==> src/rtl/imem_dmem_arbiter_pkg.sv <==
// Shared types for the fetch/load-store memory bus arbiter:
// FSM state encodings, default timeout and the bus request bundle.
package imem_dmem_arbiter_pkg;

  localparam int ARB_TIMEOUT_DEF = 16;
  localparam int ARB_TMO_W_DEF   = 5;

  typedef enum logic [1:0] {
    ARB_IDLE  = 2'd0,
    ARB_BUS_I = 2'd1,
    ARB_BUS_D = 2'd2,
    ARB_RESP  = 2'd3
  } arb_state_e;

  typedef struct packed {
    logic        we;
    logic [31:0] addr;
    logic [31:0] wdata;
    logic [3:0]  sel;
  } bus_req_t;

  function automatic bus_req_t ifetch_req(
    input logic [31:0] addr
  );
    bus_req_t r;
    r.we    = 1'b0;
    r.addr  = addr;
    r.wdata = '0;
    r.sel   = 4'hF;
    return r;
  endfunction

  function automatic bus_req_t data_req(
    input logic        we,
    input logic [31:0] addr,
    input logic [31:0] wdata,
    input logic [3:0]  sel
  );
    bus_req_t r;
    r.we    = we;
    r.addr  = addr;
    r.wdata = wdata;
    r.sel   = sel;
    return r;
  endfunction

endpackage

==> src/rtl/arb_timeout_ctr.sv <==
// Bus-cycle timeout counter: clear, count-enable and an expired flag
// raised on the last permitted cycle of a transaction.
module arb_timeout_ctr #(
  parameter int TMO_W = 5,
  parameter int LIMIT = 16
) (
  input  logic clk,
  input  logic rst_n,
  input  logic i_clr,
  input  logic i_en,
  output logic o_expired
);

  localparam logic [TMO_W-1:0] LAST = TMO_W'(LIMIT - 1);

  logic [TMO_W-1:0] r_count;
  logic             w_expired;

  assign w_expired = (r_count == LAST);
  assign o_expired = w_expired;

  // Saturate at LAST so a stuck enable can never wrap.
  always_ff @(posedge clk or negedge rst_n) begin
    if (!rst_n) begin
      r_count <= '0;
    end else if (i_clr) begin
      r_count <= '0;
    end else if (i_en && !w_expired) begin
      r_count <= r_count + 1'b1;
    end
  end

endmodule

==> src/rtl/imem_dmem_arbiter.sv <==
// Single-port memory bus arbiter between fetch (I) and load/store (D).
// Define ARB_ROUND_ROBIN_EN for round-robin; default is data-first.
module imem_dmem_arbiter
  import imem_dmem_arbiter_pkg::*;
#(
  parameter int TIMEOUT_CYCLES = ARB_TIMEOUT_DEF,
  parameter int TMO_W          = ARB_TMO_W_DEF
) (
  input  logic        clk,
  input  logic        rst_n,
  input  logic        i_Istb,
  input  logic [31:0] i_Iaddr,
  output logic        o_Iack,
  output logic [31:0] o_Iinst,
  output logic        o_Ierr,
  input  logic        i_Dstb,
  input  logic        i_Dwe,
  input  logic [31:0] i_Daddr,
  input  logic [31:0] i_Dwdata,
  input  logic [3:0]  i_Dsel,
  output logic        o_Dack,
  output logic [31:0] o_Drdata,
  output logic        o_Derr,
  output logic        o_Mem_stb,
  output logic        o_Mem_we,
  output logic [31:0] o_Mem_addr,
  output logic [31:0] o_Mem_wdata,
  output logic [3:0]  o_Mem_sel,
  input  logic [31:0] i_Mem_rdata,
  input  logic        i_Mem_ack
);

  arb_state_e r_state;
  bus_req_t   r_bus;
  logic       r_mem_stb;
  logic       r_live;
  logic       r_iack;
  logic       r_ierr;
  logic       r_dack;
  logic       r_derr;
  logic [31:0] r_iinst;
  logic [31:0] r_drdata;

  logic       w_grant_d;
  logic       w_grant_i;
  logic       w_on_bus;
  logic       w_is_d;
  logic       w_cur_stb;
  logic       w_deliver;
  logic       w_expired;
  bus_req_t   w_req;

`ifdef ARB_ROUND_ROBIN_EN
  logic r_last_d;

  assign w_grant_d = i_Dstb & (~i_Istb | ~r_last_d);

  always_ff @(posedge clk or negedge rst_n) begin
    if (!rst_n) begin
      r_last_d <= 1'b0;
    end else if (r_state == ARB_IDLE && (i_Dstb || i_Istb)) begin
      r_last_d <= w_grant_d;
    end
  end
`else
  assign w_grant_d = i_Dstb;
`endif

  assign w_grant_i = i_Istb & ~w_grant_d;

  assign w_req = w_grant_d
    ? data_req(i_Dwe, i_Daddr, i_Dwdata, i_Dsel)
    : ifetch_req(i_Iaddr);

  assign w_on_bus  = (r_state == ARB_BUS_I) ||
                     (r_state == ARB_BUS_D);
  assign w_is_d    = (r_state == ARB_BUS_D);
  assign w_cur_stb = w_is_d ? i_Dstb : i_Istb;

  // A requester that let go of stb at any point forfeits its pulse.
  assign w_deliver = r_live & w_cur_stb;

  arb_timeout_ctr #(
    .TMO_W (TMO_W),
    .LIMIT (TIMEOUT_CYCLES)
  ) u_tmo (
    .clk       (clk),
    .rst_n     (rst_n),
    .i_clr     (~w_on_bus),
    .i_en      (w_on_bus),
    .o_expired (w_expired)
  );

  always_ff @(posedge clk or negedge rst_n) begin
    if (!rst_n) begin
      r_state   <= ARB_IDLE;
      r_bus     <= '0;
      r_mem_stb <= 1'b0;
      r_live    <= 1'b0;
      r_iack    <= 1'b0;
      r_ierr    <= 1'b0;
      r_dack    <= 1'b0;
      r_derr    <= 1'b0;
      r_iinst   <= '0;
      r_drdata  <= '0;
    end else begin
      r_iack <= 1'b0;
      r_ierr <= 1'b0;
      r_dack <= 1'b0;
      r_derr <= 1'b0;
      unique case (r_state)
        ARB_IDLE: begin
          unique case (1'b1)
            w_grant_d: begin
              r_state   <= ARB_BUS_D;
              r_bus     <= w_req;
              r_mem_stb <= 1'b1;
              r_live    <= 1'b1;
            end
            w_grant_i: begin
              r_state   <= ARB_BUS_I;
              r_bus     <= w_req;
              r_mem_stb <= 1'b1;
              r_live    <= 1'b1;
            end
            default: ;
          endcase
        end
        ARB_BUS_I, ARB_BUS_D: begin
          if (!w_cur_stb) begin
            r_live <= 1'b0;
          end
          // Ack is checked first so a last-cycle ack still succeeds.
          if (i_Mem_ack) begin
            r_state   <= ARB_RESP;
            r_mem_stb <= 1'b0;
            if (w_deliver && w_is_d) begin
              r_dack <= 1'b1;
              if (!r_bus.we) begin
                r_drdata <= i_Mem_rdata;
              end
            end else if (w_deliver) begin
              r_iack  <= 1'b1;
              r_iinst <= i_Mem_rdata;
            end
          end else if (w_expired) begin
            r_state   <= ARB_RESP;
            r_mem_stb <= 1'b0;
            if (w_deliver && w_is_d) begin
              r_derr <= 1'b1;
            end else if (w_deliver) begin
              r_ierr <= 1'b1;
            end
          end
        end
        ARB_RESP: begin
          r_state <= ARB_IDLE;
          r_live  <= 1'b0;
        end
        default: r_state <= ARB_IDLE;
      endcase
    end
  end

  assign o_Mem_stb   = r_mem_stb;
  assign o_Mem_we    = r_bus.we;
  assign o_Mem_addr  = r_bus.addr;
  assign o_Mem_wdata = r_bus.wdata;
  assign o_Mem_sel   = r_bus.sel;

  assign o_Iack   = r_iack;
  assign o_Ierr   = r_ierr;
  assign o_Iinst  = r_iinst;
  assign o_Dack   = r_dack;
  assign o_Derr   = r_derr;
  assign o_Drdata = r_drdata;

endmodule
==> config.mk <==
export PLATFORM = sky130hd
export DESIGN_NAME = imem_dmem_arbiter
export DESIGN_NICKNAME = d
export VERILOG_FILES = /design/src/rtl/imem_dmem_arbiter_pkg.sv /design/src/rtl/arb_timeout_ctr.sv /design/src/rtl/imem_dmem_arbiter.sv
export SDC_FILE = /design/constraint.sdc
export NUM_CORES = 1
export LEC_CHECK = 0
export CAP_MARGIN = 20
export CORE_MARGIN = 2
export CORE_UTILIZATION = 44
export DETAILED_ROUTE_END_ITERATION = 8
export MAX_ROUTING_LAYER = met4
export PLACE_DENSITY = 0.88
export SETUP_SLACK_MARGIN = 0.5
export SYNTH_ARGS = -nofsm -noshare
export SYNTH_HDL_FRONTEND = slang
export SYNTH_HIERARCHICAL = 1
export SYNTH_SLANG_ARGS = --single-unit
==> constraint.sdc <==
create_clock -name clk -period 4.6 [get_ports clk]
set_input_delay 0.69 -clock clk [delete_from_list [all_inputs] [get_ports clk]]
set_output_delay 0.69 -clock clk [all_outputs]
set_load 0.005 [all_outputs]
==> run metrics <==
post-synthesis cell type count 34; GRT Total Usage 22.42%; Final setup violation count 0; post-synthesis adder-cell area fraction 1.061%; vias in the first global route 4620; drt pass-1 iters 5; final core occ a little over 70%; ranking of synthesized cells by area dfrtp_1, mux2_4, mux2_2; Reg area roughly 3700 µm²; number of synthesized flops with an enable pin 0; # rows 42; maxcap violations 0; drt first-iter violations 158; total chip power 5.878 mW; fillers between 800 and 900; relative slew slack 28.01%; crit-path max FO 33; asr flop ratio synth 100.0%; most common cell in the netlist dfrtp_1; post-synthesis sequential area ratio 61.98%; CTS buffer count 17; main combinational cell family by area after synthesis multiplexers; worst endpoint required time 4880 ps; Fin Clk Skew 8.882 ps; Setup Buffers After CTS 0; warnings from Yosys 6; status finished, final reports clean; CTS root buf clkbuf_16; Seq cells post-synth ~150; Antenna diodes 0; final hold slack approximately 300 ps; cell count after placement 852; leading area contributor after synthesis dfrtp_1; Starting Density 44.87%; Slowest Stage Delay on Critical Path about 1200 ps; # resized after CTS 0; CTS Sinks around 150; post-route cell area 9398 µm²; Leak ~4.3 nW; largest net degree at the start of global routing 98; detailed-route wire length 15330 µm; Longest Clk Path Bufs 2; Tcrit/Tclk final between 60 and 70%; Final Hold Viols 0; CTS tree yes; Hold Crit Class in2async; Mapped Area 5894 µm²; worst setup path class in2reg; CP arrival 3070 ps; startpoint class of the critical path primary input; Worst-path clk slew around 60 ps; Die ar. 14340 µm²; Place WS 1415 ps; Slew @ Worst Pin 1080 ps; post-synth net total 564; CP delay by family, top simple AND/OR/NAND/NOR gates; area of the multi-input gates 2108 µm²; worst-path cell chain clkdlybuf4s50_1 > inv_2 > or4_2 > mux2_4; Placement Cell Area 8795 µm²; # hold bufs at CTS 0; Setup TNS 0 ps; share of layout cells above drive strength 1 about 15%; post-route ant nets 0; xor/xnor cell area share of the yosys netlist less than 1%; initial antenna violation count 0; Synth top area share 61.98%; post-synthesis mux area share 20.61%; via count of the routed design 4400; Core Area between 10000 and 15000 µm²; crit path time final between 2000 and 3000 ps; routability-driven placement congestion ratio approximately 0.76; Residual DRC 0; height of the die 119.7 µm; vias per cell about 5.0; first-pass GRT wire length 24270 µm; die width 119.7 µm; clk_lat worst skew 400 ps; dpl hpwl 11260 µm; setup ws final 1817 ps; simple-gate area share of the yosys netlist approximately 4.4%; Final nets 839; number of port buffers 275; crit end category flop; Compound-Gate Fraction of Synth Area 9.043%; Buf/Inv on CP 2; RSZ-0062 raised after global routing no; H-tree levels 4; fmax 0.3593 GHz; total gr overflow 0; WL/cell 17.35 µm; Synth-to-Final Area Change 59.44%; I/O pin count approximately 280; Final Non-Filler Cells 884; syn avg cell area 14.00 µm²; most instantiated cells after synthesis dfrtp_1, nand2_1, mux2i_1, o21ai_0, a22o_1; Mapped Cells ~420; Peak VDD IR 338.8 µV; Slowest-stage cell, CP or4_2; Synth Flop Type dfrtp_1; Slew Viols, Final 0; Power per Cell Area 625.5 nW/µm²
[cell usage in the layout, fill, tap and decap left out, types with 2 or more instances in the layout]
master / instances
ha_1: 5
nand2_1: 35
clkinv_4: 3
o21ai_0: 34
clkdlybuf4s50_1: 273
a22o_1: 33
clkinvlp_4: 4
mux2i_1: 34
nor2_1: 10
bufinv_16: 2
a21oi_1: 2
inv_1: 6
nand3b_1: 2
mux2_4: 29
o22a_1: 4
nand4_1: 2
mux2_1: 7
dfrtp_1: 146
buf_4: 5
clkbuf_16: 18
mux2_2: 32
clkinv_2: 2
[cell families after synthesis]
family,count (synthesis)
flip-flops,146
multiplexers,102
AO/OA/AOI/OAI,77
AND/OR/NAND/NOR,57
buffers and inverters,32
adder cells (fa/ha/maj),5
XOR/XNOR,2
[flip-flops by register name, summed over array words and instances, names as in the netlist, 2 cells and up]
register	cells
o_Mem_sel	4
o_Mem_wdata	32
r_state	2
o_Iinst	32
u_tmo/r_count	5
o_Mem_addr	32
o_Drdata	32
[layer usage]
metal	wire length [µm]	share of wire [%]	up-vias	GRT usage, %
li1	-	-	2052	-
met1	6384	42	2141	27.42
met2	7752	51	191	37.18
met3	955	6.2	16	5.703
met4	240	1.6	0	6.324
met5	0	0	-	-
[where the power goes]
group	leakage [nW]	switching, mW	internal (mW)
Clock	0.271	0.529	0.812
Sequential	1.86	0.331	1.84
Combinational	2.15	0.820	1.54
Total	4.29	1.68	4.20
[final cells by class]
| type | instances | share of cell area, % |
|---|---|---|
| clock buffer | 19 | 4.713 |
| multi-input combinational | 243 | 22.43 |
| timing repair buffer | 281 | 29.92 |
| inverter | 7 | 0.2796 |
| clock inverter | 12 | 1.438 |
| sequential | 146 | 38.88 |
| tap | 176 | 2.343 |
[final timing paths]
check,startpoint,endpoint,slack [ps],cells after the start
max,i_Istb,o_Iinst[13]$_DFFE_PN0P_,1820,4
min,rst_n,o_Mem_wdata[15]$_DFFE_PN0P_,300,1
max reg2reg,r_state[1]$_DFFE_PN0P_,o_Iinst[13]$_DFFE_PN0P_,1900,5
min reg2reg,o_Mem_addr[21]$_DFFE_PN0P_,o_Mem_addr[21]$_DFFE_PN0P_,480,2
max in group asynchronous,rst_n,o_Mem_addr[25]$_DFFE_PN0P_,3370,2
min in group clk,o_Mem_addr[21]$_DFFE_PN0P_,o_Mem_addr[21]$_DFFE_PN0P_,480,2
No activity file was read; power rests on OpenSTA's default activity.
